## src/rtl/uart_rx_pkg.sv

```systemverilog
// uart_rx_pkg
// Shared types and constants for the UART receive path.
//   rx_state_e  : receiver FSM state encoding (2 bits)
//   OVS_DEFAULT : default number of baud-tick pulses per bit
//   FRAME_BITS  : data bits per frame
//   majority3() : 2-of-3 vote used when UART_RX_MAJORITY_EN is defined
package uart_rx_pkg;

  typedef enum logic [1:0] {
    IDLE  = 2'd0,
    START = 2'd1,
    DATA  = 2'd2,
    STOP  = 2'd3
  } rx_state_e;

  localparam int OVS_DEFAULT = 16;
  localparam int FRAME_BITS  = 8;

  // Two-of-three vote over consecutive tick samples of the line.
  function automatic logic majority3(input logic a, input logic b, input logic c);
    return (a & b) | (a & c) | (b & c);
  endfunction

endpackage

```

## src/rtl/uart_rx_fifo_if.sv

```systemverilog
// uart_rx_fifo_if
// Bus between the UART receiver and the APB register block.
//   tick        : baud-oversample pulse (master -> slave)
//   rx          : asynchronous serial line, idle high (master -> slave)
//   rd_en       : pop request (master -> slave)
//   err_clr     : clear both sticky error flags (master -> slave)
//   rdata       : show-ahead FIFO head byte (slave -> master)
//   empty/full  : FIFO occupancy flags (slave -> master)
//   level       : FIFO byte count (slave -> master)
//   rx_done     : one-cycle pulse per completed frame (slave -> master)
//   frame_err   : sticky stop-bit error (slave -> master)
//   overrun_err : sticky dropped-byte error (slave -> master)
interface uart_rx_fifo_if #(
  parameter int DEPTH = 4
);

  logic                     tick;
  logic                     rx;
  logic                     rd_en;
  logic                     err_clr;
  logic [7:0]               rdata;
  logic                     empty;
  logic                     full;
  logic [$clog2(DEPTH):0]   level;
  logic                     rx_done;
  logic                     frame_err;
  logic                     overrun_err;

  modport master (
    output tick, rx, rd_en, err_clr,
    input  rdata, empty, full, level, rx_done, frame_err, overrun_err
  );

  modport slave (
    input  tick, rx, rd_en, err_clr,
    output rdata, empty, full, level, rx_done, frame_err, overrun_err
  );

endinterface

```

## src/rtl/uart_rx_fifo_byte_fifo.sv

```systemverilog
// rx_byte_fifo
// Show-ahead byte FIFO with push/pop arbitration for the UART receiver.
//   clk_i, rst_ni  : clock, asynchronous active-low reset
//   push_i         : write request, pushData_i is the byte
//   pop_i          : read request (ignored while empty)
//   pushAccept_o   : push taken this cycle (room, or a pop frees a slot)
//   rdata_o        : head byte; holds the last head value while empty
//   empty_o/full_o : occupancy flags
//   level_o        : number of stored bytes
module rx_byte_fifo #(
  parameter int DEPTH = 4
) (
  input  logic                     clk_i,
  input  logic                     rst_ni,
  input  logic                     push_i,
  input  logic [7:0]               pushData_i,
  input  logic                     pop_i,
  output logic                     pushAccept_o,
  output logic [7:0]               rdata_o,
  output logic                     empty_o,
  output logic                     full_o,
  output logic [$clog2(DEPTH):0]   level_o
);

  localparam int AW = $clog2(DEPTH);

  logic [7:0]    mem_q [DEPTH];
  logic [AW-1:0] wrPtr_q;
  logic [AW-1:0] rdPtr_q;
  logic [AW:0]   count_q;
  logic [7:0]    hold_q;
  logic          popDo;

  assign empty_o = (count_q == '0);
  assign full_o  = (count_q == (AW+1)'(DEPTH));
  assign level_o = count_q;

  // A full FIFO still accepts a push when the same cycle pops the head.
  // A pop against an empty FIFO is dropped, so push+pop while empty just writes.
  assign pushAccept_o = push_i && (!full_o || pop_i);
  assign popDo        = pop_i && !empty_o;

  assign rdata_o = empty_o ? hold_q : mem_q[rdPtr_q];

  // Storage, pointers and occupancy; pointers wrap naturally at DEPTH.
  always_ff @(posedge clk_i or negedge rst_ni) begin
    if (!rst_ni) begin
      for (int i = 0; i < DEPTH; i++) begin
        mem_q[i] <= '0;
      end
      wrPtr_q <= '0;
      rdPtr_q <= '0;
      count_q <= '0;
      hold_q  <= '0;
    end else begin
      if (pushAccept_o) begin
        mem_q[wrPtr_q] <= pushData_i;
        wrPtr_q        <= wrPtr_q + AW'(1);
      end
      if (popDo) begin
        rdPtr_q <= rdPtr_q + AW'(1);
      end
      case ({pushAccept_o, popDo})
        2'b10:   count_q <= count_q + (AW+1)'(1);
        2'b01:   count_q <= count_q - (AW+1)'(1);
        default: count_q <= count_q;
      endcase
      // Remember the visible head so rdata keeps it after the last pop.
      if (!empty_o) begin
        hold_q <= mem_q[rdPtr_q];
      end
    end
  end

endmodule

```

## src/rtl/uart_rx_fifo.sv

```systemverilog
// uart_rx_fifo
// UART receiver: 2-flop synchroniser, oversampled start/data/stop FSM,
// sticky error flags and a show-ahead byte FIFO.
//   PCLK    : system clock, rising edge
//   PRESETn : asynchronous active-low reset
//   bus     : uart_rx_fifo_if.slave (tick, rx, rd_en, err_clr in;
//             rdata, empty, full, level, rx_done, frame_err, overrun_err out)
// Optional feature: define UART_RX_MAJORITY_EN to make every start, data and
// stop decision a 2-of-3 vote over the last three tick samples.
module uart_rx_fifo
  import uart_rx_pkg::*;
#(
  parameter int DEPTH = 4,
  parameter int OVS   = OVS_DEFAULT
) (
  input  logic          PCLK,
  input  logic          PRESETn,
  uart_rx_fifo_if.slave bus
);

  localparam int TW = $clog2(OVS);
  localparam logic [TW-1:0] START_SAMPLE = TW'(OVS/2 - 1);
  localparam logic [TW-1:0] BIT_END      = TW'(OVS - 1);
  localparam logic [2:0]    LAST_BIT     = 3'(FRAME_BITS - 1);

  rx_state_e     state_q, state_d;
  logic [TW-1:0] tickCnt_q, tickCnt_d;
  logic [2:0]    bitCnt_q, bitCnt_d;
  logic [7:0]    shift_q, shift_d;
  logic          rxMeta_q, rxSync_q;
  logic          armed_q, armed_d;
  logic          rxDone_q, rxDone_d;
  logic          frameErr_q, frameErr_d;
  logic          overrunErr_q, overrunErr_d;
  logic          sampleBit;
  logic          stopDecision;
  logic          pushReq;
  logic          frameSet;
  logic          overrunSet;
  logic          pushAccept;

`ifdef UART_RX_MAJORITY_EN
  logic [1:0] hist_q;

  // The two previous tick samples; with the current one they form the vote
  // window ending at the decision tick.
  always_ff @(posedge PCLK or negedge PRESETn) begin
    if (!PRESETn) begin
      hist_q <= 2'b11;
    end else if (bus.tick) begin
      hist_q <= {hist_q[0], rxSync_q};
    end
  end

  assign sampleBit = majority3(hist_q[1], hist_q[0], rxSync_q);
`else
  assign sampleBit = rxSync_q;
`endif

  // FSM state register.
  always_ff @(posedge PCLK or negedge PRESETn) begin
    if (!PRESETn) begin
      state_q <= IDLE;
    end else begin
      state_q <= state_d;
    end
  end

  // Next-state and bit-timing counters; everything advances only on tick.
  // armed_q blocks a new start after a break until the line has been high.
  always_comb begin
    state_d   = state_q;
    tickCnt_d = tickCnt_q;
    bitCnt_d  = bitCnt_q;
    shift_d   = shift_q;
    if (bus.tick) begin
      case (state_q)
        IDLE: begin
          if (!rxSync_q && armed_q) begin
            state_d   = START;
            tickCnt_d = '0;
          end
        end
        START: begin
          if (tickCnt_q == START_SAMPLE) begin
            if (sampleBit) begin
              state_d = IDLE;
            end else begin
              state_d   = DATA;
              tickCnt_d = '0;
              bitCnt_d  = '0;
            end
          end else begin
            tickCnt_d = tickCnt_q + TW'(1);
          end
        end
        DATA: begin
          if (tickCnt_q == BIT_END) begin
            shift_d   = {sampleBit, shift_q[7:1]};
            tickCnt_d = '0;
            bitCnt_d  = bitCnt_q + 3'd1;
            if (bitCnt_q == LAST_BIT) begin
              state_d = STOP;
            end
          end else begin
            tickCnt_d = tickCnt_q + TW'(1);
          end
        end
        STOP: begin
          if (tickCnt_q == BIT_END) begin
            state_d   = IDLE;
            tickCnt_d = '0;
          end else begin
            tickCnt_d = tickCnt_q + TW'(1);
          end
        end
        default: state_d = IDLE;
      endcase
    end
  end

  // FSM outputs: the stop-bit decision pushes, flags an error, or both
  // (refused push), and always produces the rx_done pulse.
  always_comb begin
    stopDecision = bus.tick && (state_q == STOP) && (tickCnt_q == BIT_END);
    pushReq      = stopDecision && sampleBit;
    frameSet     = stopDecision && !sampleBit;
    overrunSet   = pushReq && !pushAccept;
    rxDone_d     = stopDecision;
    frameErr_d   = frameSet   | (frameErr_q   & ~bus.err_clr);
    overrunErr_d = overrunSet | (overrunErr_q & ~bus.err_clr);
    armed_d      = rxSync_q ? 1'b1 : (frameSet ? 1'b0 : armed_q);
  end

  // Synchroniser, datapath registers and sticky flags.
  always_ff @(posedge PCLK or negedge PRESETn) begin
    if (!PRESETn) begin
      rxMeta_q     <= 1'b1;
      rxSync_q     <= 1'b1;
      tickCnt_q    <= '0;
      bitCnt_q     <= '0;
      shift_q      <= '0;
      armed_q      <= 1'b1;
      rxDone_q     <= 1'b0;
      frameErr_q   <= 1'b0;
      overrunErr_q <= 1'b0;
    end else begin
      rxMeta_q     <= bus.rx;
      rxSync_q     <= rxMeta_q;
      tickCnt_q    <= tickCnt_d;
      bitCnt_q     <= bitCnt_d;
      shift_q      <= shift_d;
      armed_q      <= armed_d;
      rxDone_q     <= rxDone_d;
      frameErr_q   <= frameErr_d;
      overrunErr_q <= overrunErr_d;
    end
  end

  rx_byte_fifo #(
    .DEPTH(DEPTH)
  ) u_fifo (
    .clk_i        (PCLK),
    .rst_ni       (PRESETn),
    .push_i       (pushReq),
    .pushData_i   (shift_q),
    .pop_i        (bus.rd_en),
    .pushAccept_o (pushAccept),
    .rdata_o      (bus.rdata),
    .empty_o      (bus.empty),
    .full_o       (bus.full),
    .level_o      (bus.level)
  );

  assign bus.rx_done     = rxDone_q;
  assign bus.frame_err   = frameErr_q;
  assign bus.overrun_err = overrunErr_q;

endmodule

```

## src/flat_wrapper.sv

```systemverilog
// flat-port wrapper written by rule: the top's interface ports become plain ports
module uart_rx_fifo_flat import uart_rx_pkg::*;
#(
  parameter int DEPTH = 4,
  parameter int OVS   = OVS_DEFAULT
)
  (PCLK, PRESETn, bus_tick, bus_rx, bus_rd_en, bus_err_clr, bus_rdata, bus_empty, bus_full, bus_level, bus_rx_done, bus_frame_err, bus_overrun_err);
  uart_rx_fifo_if #(.DEPTH(DEPTH)) bus_i ();
  input  logic PCLK;
  input  logic PRESETn;
  input wire logic [$bits(bus_i.tick)-1:0] bus_tick;
  input wire logic [$bits(bus_i.rx)-1:0] bus_rx;
  input wire logic [$bits(bus_i.rd_en)-1:0] bus_rd_en;
  input wire logic [$bits(bus_i.err_clr)-1:0] bus_err_clr;
  output wire logic [$bits(bus_i.rdata)-1:0] bus_rdata;
  output wire logic [$bits(bus_i.empty)-1:0] bus_empty;
  output wire logic [$bits(bus_i.full)-1:0] bus_full;
  output wire logic [$bits(bus_i.level)-1:0] bus_level;
  output wire logic [$bits(bus_i.rx_done)-1:0] bus_rx_done;
  output wire logic [$bits(bus_i.frame_err)-1:0] bus_frame_err;
  output wire logic [$bits(bus_i.overrun_err)-1:0] bus_overrun_err;
  assign bus_i.tick = bus_tick;
  assign bus_i.rx = bus_rx;
  assign bus_i.rd_en = bus_rd_en;
  assign bus_i.err_clr = bus_err_clr;
  assign bus_rdata = bus_i.rdata;
  assign bus_empty = bus_i.empty;
  assign bus_full = bus_i.full;
  assign bus_level = bus_i.level;
  assign bus_rx_done = bus_i.rx_done;
  assign bus_frame_err = bus_i.frame_err;
  assign bus_overrun_err = bus_i.overrun_err;
  uart_rx_fifo #(.DEPTH(DEPTH), .OVS(OVS)) u_core (.PCLK(PCLK), .PRESETn(PRESETn), .bus(bus_i));
endmodule
```

## config.mk

```make
export PLATFORM = sky130hd
export DESIGN_NAME = uart_rx_fifo_flat
export DESIGN_NICKNAME = d
export VERILOG_FILES = /design/src/rtl/uart_rx_pkg.sv /design/src/rtl/uart_rx_fifo_if.sv /design/src/rtl/uart_rx_fifo_byte_fifo.sv /design/src/rtl/uart_rx_fifo.sv /design/src/flat_wrapper.sv
export SDC_FILE = /design/constraint.sdc
export NUM_CORES = 1
export LEC_CHECK = 0
export ABC_CLOCK_PERIOD_IN_PS = 3200
export BUFFER_PORTS_ARGS = -buffer_cell sky130_fd_sc_hd__buf_2
export CORE_MARGIN = 2
export CORE_UTILIZATION = 45
export DETAILED_ROUTE_END_ITERATION = 12
export SLEW_MARGIN = 20
export SYNTH_ARGS = -nofsm -noshare
export SYNTH_HDL_FRONTEND = slang
export SYNTH_HIERARCHICAL = 1
export SYNTH_SLANG_ARGS = --single-unit
```

## constraint.sdc

```tcl
create_clock -name PCLK -period 3.2 [get_ports PCLK]
set_input_delay 0 -clock PCLK [delete_from_list [all_inputs] [get_ports PCLK]]
set_output_delay 0 -clock PCLK [all_outputs]
set_load 0.1 [all_outputs]
```

==> impl_metrics.env, run 1 <==
export IMPL_outcome="complete, no violations"
export IMPL_path_max_fanout=6
export IMPL_reg2reg_slack_ns=0.61
export IMPL_grt_pass1_vias=1865
export IMPL_gp_congestion=0.786
export IMPL_fillers=569
export IMPL_grt_pass1_wl_um=9360
export IMPL_fin_crit_sh_pct=81.0
export IMPL_syn_nets=240
export IMPL_clockBufferDepth=2
export IMPL_layout_common_cells="67 x dfrtp_1, 48 x mux2_2, 21 x buf_2"
export IMPL_cts_buffers=9
export IMPL_antenna_cells=0
export IMPL_cts_tree="done"
export IMPL_h_tree_depth=3
export IMPL_path_class="reg -> reg"
export IMPL_fp_coreArea_um2=6830
export IMPL_grt_overflow=0
export IMPL_final_common_cell="dfrtp_1"
export IMPL_cts_root_buf="clkbuf_8"
export IMPL_vias_per_cell=5.10
export IMPL_dieWidth_um=88.5
export IMPL_synth_distinct_cells=45
export IMPL_num_rows=30
export IMPL_first_pass_iters=4
export IMPL_endpoint_kind="flop"
export IMPL_synth_seq_cells=70
export IMPL_setup_tns_ns=0
export IMPL_drc=0
export IMPL_yosys_warnings=6
export IMPL_fin_nets=275
export IMPL_synth_edf_count=0
export IMPL_place_hpwl_um=3840
export IMPL_netlist_area_um2=3210
export IMPL_cts_sinks=70
export IMPL_drv_slew=0
export IMPL_rsz0062_at_grt="false"
export IMPL_synth_area_leaders="dfrtp_1 52%, mux2_2 17%, mux4_2 5.6%"
export IMPL_tightest_slew_ns=0.658
export IMPL_clock_fmax_mhz=386
export IMPL_grt_use_total_pct=16.5
export IMPL_finalWirelength_um=5620
export IMPL_critPathLaunchType="flop"
export IMPL_min_delay_path_class="in -> async"
export IMPL_clk_pin_slew_ns=0.07
export IMPL_hold_slack_ns=0.132
export IMPL_fin_crit_ns=2.59
export IMPL_fin_util_pct=55.0
export IMPL_synth_main_ff_cell="dfrtp_1"
export IMPL_critPathArrivalTime_ns=2.86
export IMPL_p_leak_nw=1.84
export IMPL_ant_nets=0
export IMPL_post_cts_buffers=0
export IMPL_relSlewSlack_pct=56.1
export IMPL_grt_max_degree=31
export IMPL_required_ns=3.47
export IMPL_dieArea_um2=7830
export IMPL_wl_per_cell_um=15.6
export IMPL_clock_skew_ns=0.00874
export IMPL_die_y_um=88.5
export IMPL_ios=22
export IMPL_synth_cells=225
export IMPL_final_layout_size_suffix_gt1_share_pct=43.0
export IMPL_synthToLayoutAreaGrowth_pct=17.1
export IMPL_drt_iter0_drc=94
export IMPL_power_density_nw_per_um2=749
export IMPL_avgSynthCellArea_um2=14.3
export IMPL_antenna_found_initial=0
export IMPL_yosysSeqAreaShare_pct=54.7
export IMPL_max_cap_violations=0
export IMPL_initial_core_util_pct=47.0
export IMPL_ys_async_sr_fraction_pct=100
export IMPL_hold_viol=0
export IMPL_max_vdd_ir_drop_mv=0.337
export IMPL_io_buffers=21
export IMPL_synth_largest_area_cell="dfrtp_1"
export IMPL_yosysTopAreaCellShare_pct=52.2
export IMPL_clock_latency_ns=0.35
export IMPL_finalSetupViolations=0
export IMPL_num_vias=1842
## what timing repair did
action                    4_1_cts  5_1_grt
hold buffers                    5        0
gates resized for setup         0        0
hold endpoints to repair       23        0
## cell usage after synthesis, types with 2 or more instances
cell type   n
dfstp_2     3
ha_1        8
mux4_2      8
nor2b_1     3
nand2b_1    2
xnor2_1     3
nand2_1    11
a22o_1      2
buf_2       3
nor2_1      7
xor2_1      4
nor2_2      4
mux2_2     48
mux2_4      2
o21ai_1     2
nand3b_1    4
inv_1      12
nand3_1     2
mux2_1      3
dfrtp_1    67
mux2i_1     3
## worst max-delay path, stage by stage, from the launching register on
cell      delay [ns]
dfrtp_1         0.40
ha_1            0.28
nand4_1         0.19
or2_1           0.19
inv_2           0.05
nand2_1         0.08
inv_1           0.09
nand2b_1        0.18
ha_1            0.21
inv_1           0.06
fa_1            0.37
xor2_1          0.15
nor2_1          0.11
xor2_1          0.16
## sequential cells by signal (all words and copies together), names as in the netlist, 2 cells and up, named ones only
signal,cells
u_core/u_fifo/wrPtr_q,2
u_core/u_fifo/mem_q,32
u_core/u_fifo/level_o,3
u_core/u_fifo/rdPtr_q,2
u_core/shift_q,8
u_core/bitCnt_q,3
u_core/u_fifo/hold_q,8
u_core/tickCnt_q,4
## worst paths after layout
| path | startpoint | endpoint | depth (start not counted) |
|---|---|---|---|
| max | u_core/tickCnt_q[0] | u_core/u_fifo/level_o[2] | 13 |
| min | PRESETn | u_core/u_fifo/hold_q[6] | 2 |
| max reg2reg | u_core/tickCnt_q[0] | u_core/u_fifo/level_o[2] | 13 |
| min reg2reg | u_core/rxMeta_q | u_core/rxSync_q | 0 |
| max in group asynchronous | PRESETn | u_core/armed_q | 3 |
| min in group PCLK | bus_rx | u_core/rxMeta_q | 2 |
## power by group
part	switching [mW]	internal, mW
clock	0.326	0.641
combinational	0.433	0.267
sequential	0.177	0.970
total	0.936	1.88
## layer usage
metal / GRT usage, % / vias up / wire, um
li1: - / 866 / -
met1: 20.6 / 943 / 2550
met2: 26.6 / 24 / 2800
met3: 6.44 / 9 / 205
met4: 5.37 / 0 / 72
met5: 0 / - / 0
## logic make-up after synthesis
kind of cell	share of synthesized area (%)
AO/OA/AOI/OAI	3.86
multiplexers	25.4
flip-flops	54.7
XOR/XNOR	1.91
adder cells (fa/ha/maj)	3.74
AND/OR/NAND/NOR	7.99
buffers and inverters	2.45
## layout make-up
cell class / instances / area [um^2] / share of cell area (%)
Multi-Input combinational cell: 137 / 1380 / 36.6
Sequential cell: 70 / 1760 / 46.7
Clock inverter: 5 / 129 / 3.43
Inverter: 13 / 48.8 / 1.30
Clock buffer: 11 / 151 / 4.03
Tap cell: 96 / 120 / 3.20
Timing Repair Buffer: 29 / 178 / 4.73
## stage by stage
step	worst slack, ns	area (um^2)	std cells	power, mW
final	0.609	3760	361	2.81
after global routing	0.369	3760	361	2.96
after CTS	0.619	3760	361	2.85
after detailed placement	0.638	3430	340	1.87
after global placement	0.732	3430	340	1.85
after floorplan	0.446	3210	225	1.73
Note: power is estimated with default switching activity, not from simulation.
==> inputs of run 2 (changes only) <==
--- a/config.mk
+++ b/config.mk
@@ -5,7 +5,8 @@
 export SDC_FILE = /design/constraint.sdc
 export NUM_CORES = 1
 export LEC_CHECK = 0
-export ABC_CLOCK_PERIOD_IN_PS = 3200
+export ABC_AREA = 1
+export ABC_CLOCK_PERIOD_IN_PS = 2300
 export BUFFER_PORTS_ARGS = -buffer_cell sky130_fd_sc_hd__buf_2
 export CORE_MARGIN = 2
 export CORE_UTILIZATION = 45
==> constraint.sdc (replaced) <==
create_clock -name PCLK -period 2.3 [get_ports PCLK]
set_input_delay 0 -clock PCLK [delete_from_list [all_inputs] [get_ports PCLK]]
set_output_delay 0 -clock PCLK [all_outputs]
set_load 0.1 [all_outputs]
==> run 2 against run 1 <==
Power is 73% higher. Critical path depth is 3 lower. Final area is 6.3% higher. Sequential share of layout area is 2.7 points lower. Sequential power is 33% higher. Global-route usage is 1.7 points higher. Register-to-register slack worse by 0.43 ns. Clock skew is 0.00067 ns higher. Synthesized cell count is 95% higher. Area after synthesis is 12% higher. Count of clock-buffer cells in the layout is 1 higher. Final cell count is 57% higher.
==> impl_metrics.env, run 2 <==
export IMPL_die_y_um=93.3
export IMPL_final_cells=568
export IMPL_reg2reg_depth=10
export IMPL_required_ns=2.55
export IMPL_postPlaceCellArea_um2=3750
export IMPL_io_buffers=21
export IMPL_cts_root_buf="clkbuf_8"
export IMPL_grt_pass1_vias=2757
export IMPL_num_vias=2713
export IMPL_ant_nets=0
export IMPL_p_leak_nw=2.14
export IMPL_place_inst=548
export IMPL_cts_tree="done"
export IMPL_fin_nets=476
export IMPL_synthSimpleGateAreaFrac_pct=32.1
export IMPL_setup_tns_ns=0
export IMPL_synth_distinct_cells=31
export IMPL_grt_pass1_wl_um=12600
export IMPL_syn_nets=453
export IMPL_stdcell_area_um2=4000
export IMPL_synth_main_ff_cell="dfrtp_1"
export IMPL_yosysTopAreaCellShare_pct=46.8
export IMPL_synth_compound_area_share_pct=3.70
export IMPL_synth_top_family_by_area="simple AND/OR/NAND/NOR gates"
export IMPL_relSlewSlack_pct=49.6
export IMPL_clock_latency_ns=0.33
export IMPL_post_cts_buffers=0
export IMPL_dieWidth_um=93.3
export IMPL_hold_viol=0
export IMPL_place_hpwl_um=4880
export IMPL_synthToLayoutAreaGrowth_pct=11.4
export IMPL_netlist_area_um2=3590
export IMPL_dp_slack_ns=0.125
export IMPL_yosys_warnings=6
export IMPL_fin_crit_ns=2.12
export IMPL_max_cap_violations=0
export IMPL_synth_cells=438
export IMPL_synth_xor_area_share_pct=1.47
export IMPL_clock_skew_ns=0.00941
export IMPL_cp_endpoint="u_core/u_fifo/level_o[1]"
export IMPL_hold_slack_ns=0.0275
export IMPL_endpoint_kind="flop"
export IMPL_yosysSeqAreaShare_pct=49.0
export IMPL_drt_iter0_drc=171
export IMPL_first_pass_iters=4
export IMPL_outcome="complete, no violations"
export IMPL_top_regs="u_core/u_fifo/mem_q: 32 flops, u_core/shift_q: 8 flops, u_core/u_fifo/hold_q: 8 flops"
export IMPL_tightest_slew_ns=0.756
export IMPL_critPathLaunch="u_core/tickCnt_q[0]"
export IMPL_vias_per_cell=4.78
export IMPL_layout_common_cells="164 x nand2_1, 64 x dfrtp_1, 56 x inv_1"
export IMPL_clockBufferDepth=2
export IMPL_synthAdderAreaFrac_pct=3.35
export IMPL_finalSetupViolations=0
export IMPL_min_delay_path_class="in -> reg"
export IMPL_critPathLaunchType="flop"
export IMPL_num_rows=32
export IMPL_max_vdd_ir_drop_mv=0.467
export IMPL_cts_sinks=70
export IMPL_reg2reg_slack_ns=0.18
export IMPL_grt_max_degree=40
export IMPL_drc=0
export IMPL_fin_ws_ns=0.176
export IMPL_finalWirelength_um=7100
export IMPL_final_common_cell="nand2_1"
export IMPL_final_layout_size_suffix_gt1_share_pct=18.0
export IMPL_synth_common_cells="172 x nand2_1, 67 x dfrtp_1, 56 x inv_1, 32 x nand4_1, 28 x nand3_1"
export IMPL_clock_fmax_mhz=471
export IMPL_gp_congestion=0.798
export IMPL_power_mw=4.87
export IMPL_power_density_nw_per_um2=1220
export IMPL_fp_coreArea_um2=7730
export IMPL_rsz0062_at_grt="false"
export IMPL_fin_crit_sh_pct=92.3
export IMPL_initial_core_util_pct=46.4
export IMPL_synth_edf_count=0
export IMPL_synth_seq_cells=70
export IMPL_dieArea_um2=8700
export IMPL_avgSynthCellArea_um2=8.19
export IMPL_synth_largest_area_cell="dfrtp_1"
export IMPL_grt_overflow=0
export IMPL_grt_use_total_pct=18.2
export IMPL_reg2reg_to="u_core/u_fifo/level_o[1]"
export IMPL_yosysMostFrequentCell="nand2_1"
export IMPL_wl_per_cell_um=12.5
export IMPL_path_max_fanout=4
export IMPL_antenna_found_initial=0
export IMPL_ios=22
export IMPL_largest_reg_flops=32
export IMPL_path_class="reg -> reg"
export IMPL_fin_util_pct=51.7
export IMPL_ys_async_sr_fraction_pct=100
export IMPL_critPathArrivalTime_ns=2.38
export IMPL_r2r_start="u_core/tickCnt_q[0]"
export IMPL_cts_buffers=9
export IMPL_top_register="u_core/u_fifo/mem_q"
export IMPL_antenna_cells=0
export IMPL_h_tree_depth=3
export IMPL_clk_pin_slew_ns=0.07
export IMPL_drv_slew=0
export IMPL_synth_area_leaders="dfrtp_1 47%, nand2_1 18%, inv_1 5.9%"
export IMPL_muxShareOfSynthArea_pct=0
==> run 2: cell count changes in the layout (fill, tap and decap cells not counted), moves of 4 or more <==
cell / previous run / this run
inv_1: 12 / 56
nand2_1: 11 / 164
nand3_1: 2 / 27
nand4_1: 1 / 32
o21ai_0: 1 / 10
nand2_2: 0 / 12
mux2_2: 48 / 0
clkinv_2: 0 / 4
nand3_2: 0 / 7
mux4_2: 8 / 0
==> run 2: how the worst min path moves through the flow <==
| stage | start | end | slack [ns] | depth (start not counted) |
|---|---|---|---|---|
| after floorplan | PRESETn | asynchronous set/reset pin | -0.30 | 0 |
| final | bus_rd_en | u_core/u_fifo/rdPtr_q[0] | 0.03 | 3 |
| after global routing | bus_rd_en | u_core/u_fifo/rdPtr_q[0] | 0.04 | 3 |
| after global placement | PRESETn | u_core/u_fifo/rdPtr_q[0] | 0.11 | 1 |
| after CTS | bus_rd_en | u_core/u_fifo/rdPtr_q[0] | 0.009 | 3 |
| after detailed placement | bus_rx | u_core/rxMeta_q | 0.11 | 1 |
==> run 2: critical path, stage by stage (launching register included) <==
cell     delay, ns
dfrtp_1       0.39
ha_2          0.24
nand3_2       0.13
nor2_2        0.17
nand2_1       0.08
inv_1         0.12
nand2_4       0.07
ha_1          0.20
inv_1         0.09
fa_1          0.40
o21ai_0       0.15
==> run 2: kinds of logic after synthesis <==
family | Yosys count
flip-flops | 70
AO/OA/AOI/OAI | 20
XOR/XNOR | 6
buffers and inverters | 77
AND/OR/NAND/NOR | 256
adder cells (fa/ha/maj) | 9
==> run 2: final cells by class <==
| cell class | count | area, um^2 |
|---|---|---|
| repair buffers | 30 | 195 |
| inverters | 59 | 223 |
| multi-input cells | 291 | 1490 |
| flip-flops and latches | 70 | 1760 |
| well taps | 102 | 128 |
| fillers | 756 | 3730 |
| clock inverters | 4 | 45.0 |
| clock buffers | 12 | 155 |
==> run 2: timing repair <==
item / in CTS / in global routing
hold buffers: 4 / 0
hold endpoints to repair: 33 / 0
endpoints found under the setup margin: 0 / 30
gates resized for setup: 0 / 3
==> run 2: report_power, final <==
group / internal (mW) / switching [mW] / leakage [nW]
clock: 0.556 / 0.441 / 0.106
combinational: 0.473 / 1.88 / 1.10
sequential: 1.39 / 0.136 / 0.925
total: 2.42 / 2.45 / 2.14
==> run 2: layer usage <==
metal | GRT usage, % | vias to the layer above | wire length [um]
met1 | 25.2 | 1244 | 3560
met3 | 3.14 | 5 | 189
met2 | 29.1 | 40 | 3290
li1 | - | 1424 | -
met4 | 6.25 | 0 | 59
met5 | 0 | - | 0
==> inputs of run 3 (changes only) <==
==> constraint.sdc (replaced) <==
create_clock -name PCLK -period 2.3 [get_ports PCLK]
set_input_delay 0.115 -clock PCLK [delete_from_list [all_inputs] [get_ports PCLK]]
set_output_delay 0.115 -clock PCLK [all_outputs]
set_load 0.1 [all_outputs]
==> run 3 against run 2 <==
Die area unchanged. Core utilization increased by 0.21 points. Sequential share of layout area decreased by 0.15 points. Non-clock buffer count unchanged. Sequential power about the same. Wire length increased by 0.63%. Global-route usage increased by 0.18 points. Clock power increased by 8%. Critical endpoint is now u_core/u_fifo/level_o[2].
==> impl_metrics.env, run 3 (synthesis results as in run 2) <==
export IMPL_place_hpwl_um=5060
export IMPL_grt_overflow=0
export IMPL_final_common_cell="nand2_1"
export IMPL_gp_congestion=0.789
export IMPL_io_buffers=21
export IMPL_critPathLaunch="u_core/tickCnt_q[0]"
export IMPL_fp_coreArea_um2=7730
export IMPL_initial_core_util_pct=46.4
export IMPL_cts_buffers=9
export IMPL_clockBufferDepth=2
export IMPL_critPathLaunchType="flop"
export IMPL_max_vdd_ir_drop_mv=0.514
export IMPL_max_cap_violations=0
export IMPL_cts_sinks=70
export IMPL_grt_pass1_wl_um=12500
export IMPL_largest_reg_flops=32
export IMPL_grt_use_total_pct=18.4
export IMPL_ios=22
export IMPL_drc=0
export IMPL_grt_pass1_vias=2638
export IMPL_hold_viol=0
export IMPL_endpoint_kind="flop"
export IMPL_fin_crit_ns=2.09
export IMPL_cts_tree="done"
export IMPL_outcome="complete, no violations"
export IMPL_grt_max_degree=38
export IMPL_worstHoldStart="bus_tick"
export IMPL_post_cts_buffers=0
export IMPL_finalSetupViolations=0
export IMPL_layout_common_cells="164 x nand2_1, 63 x dfrtp_1, 56 x inv_1"
export IMPL_top_register="u_core/u_fifo/mem_q"
export IMPL_drt_iter0_drc=166
export IMPL_ant_nets=0
export IMPL_antenna_cells=0
export IMPL_clk_pin_slew_ns=0.08
export IMPL_final_layout_size_suffix_gt1_share_pct=18.2
export IMPL_finalWirelength_um=7150
export IMPL_num_rows=32
export IMPL_fillers=748
export IMPL_tightest_slew_ns=0.488
export IMPL_path_class="reg -> reg"
export IMPL_p_leak_nw=2.14
export IMPL_setup_tns_ns=0
export IMPL_stdcell_area_um2=4010
export IMPL_fin_nets=476
export IMPL_postPlaceCellArea_um2=3740
export IMPL_clock_fmax_mhz=479
export IMPL_dieWidth_um=93.3
export IMPL_dieArea_um2=8700
export IMPL_num_vias=2730
export IMPL_first_pass_iters=4
export IMPL_fin_util_pct=51.9
export IMPL_die_y_um=93.3
export IMPL_min_delay_path_class="in -> reg"
export IMPL_wl_per_cell_um=12.6
export IMPL_required_ns=2.53
export IMPL_dp_slack_ns=0.0742
export IMPL_power_density_nw_per_um2=1240
export IMPL_path_max_fanout=4
export IMPL_critPathArrivalTime_ns=2.31
export IMPL_rsz0062_at_grt="false"
export IMPL_seqCellArea_um2=1760
export IMPL_synthToLayoutAreaGrowth_pct=11.9
export IMPL_antenna_found_initial=0
export IMPL_top_regs="u_core/u_fifo/mem_q: 32 flops, u_core/shift_q: 8 flops, u_core/u_fifo/hold_q: 8 flops"
export IMPL_fin_ws_ns=0.213
export IMPL_h_tree_depth=3
export IMPL_drv_slew=0
export IMPL_clock_skew_ns=0.00965
export IMPL_r2r_start="u_core/tickCnt_q[0]"
export IMPL_multiInputGateArea_um2=1510
export IMPL_fin_crit_sh_pct=90.8
export IMPL_cts_root_buf="clkbuf_8"
export IMPL_power_mw=4.98
export IMPL_clock_latency_ns=0.34
export IMPL_relSlewSlack_pct=67.7
export IMPL_vias_per_cell=4.81
[run 3: cell count changes in the layout (fill, tap and decap cells not counted), sizes merged]
| cell | change |
|---|---|
| bufinv | +1 |
| buf | +1 |
| clkinv | -1 |
| dlygate4sd3 | -1 |
[run 3: metrics by stage]
step                instances  hold WS, ns
floorplan                 438       -0.181
global placement          549       0.0873
detailed placement        549       0.0955
CTS                       568       0.0567
global route              568       0.0906
finish                    568       0.0787
[run 3: path summary, 6_finish.rpt]
| check | end | cells after the start | slack [ns] |
|---|---|---|---|
| worst max-delay path | u_core/u_fifo/level_o[2] | 12 | 0.21 |
| worst min-delay path | u_core/shift_q[0] | 3 | 0.08 |
| worst max register to register | u_core/u_fifo/level_o[2] | 12 | 0.21 |
| worst min register to register | u_core/rxSync_q | 0 | 0.36 |
| max in group asynchronous | u_core/u_fifo/mem_q[12] | 3 | 1.31 |
| min in group asynchronous | u_core/u_fifo/level_o[1] | 2 | 0.25 |
[run 3: final cells by class]
| type | count | area share [%] |
|---|---|---|
| flip-flops and latches | 70 | 43.9 |
| multi-input cells | 291 | 37.5 |
| inverters | 59 | 5.55 |
| repair buffers | 30 | 4.49 |
| clock buffers | 12 | 3.62 |
| well taps | 102 | 3.18 |
| clock inverters | 4 | 1.75 |
[run 3: worst max-delay path, cell delays in order, from the launching register on]
cell and delay (ns):
dfrtp_2 0.44, ha_4 0.18, nand3_2 0.12, nor2_4 0.06
nand2_1 0.08, inv_1 0.08, nand2_4 0.08, ha_1 0.16
inv_1 0.07, fa_1 0.38, nand2_1 0.08, nand3b_1 0.09
xor2_1 0.15
[run 3: metal layers]
metal	GRT usage (%)	share of wire [%]	up-vias
met3	4.43	3.4	2
met1	24.6	49	1260
met5	0	0	-
met4	6.99	0.62	0
met2	29.1	47	47
li1	-	-	1421
[run 3: report_power, final]
group,switching (mW),internal [mW],leakage [nW]
registers,0.149,1.39,0.924
logic,1.88,0.477,1.10
clock network,0.441,0.638,0.110
[run 3: timing repair]
| action | in CTS | in global routing |
|---|---|---|
| gates resized for setup | 0 | 6 |
| setup endpoints to repair | 0 | 34 |
| hold buffers | 3 | 0 |
| hold endpoints to repair | 17 | 0 |
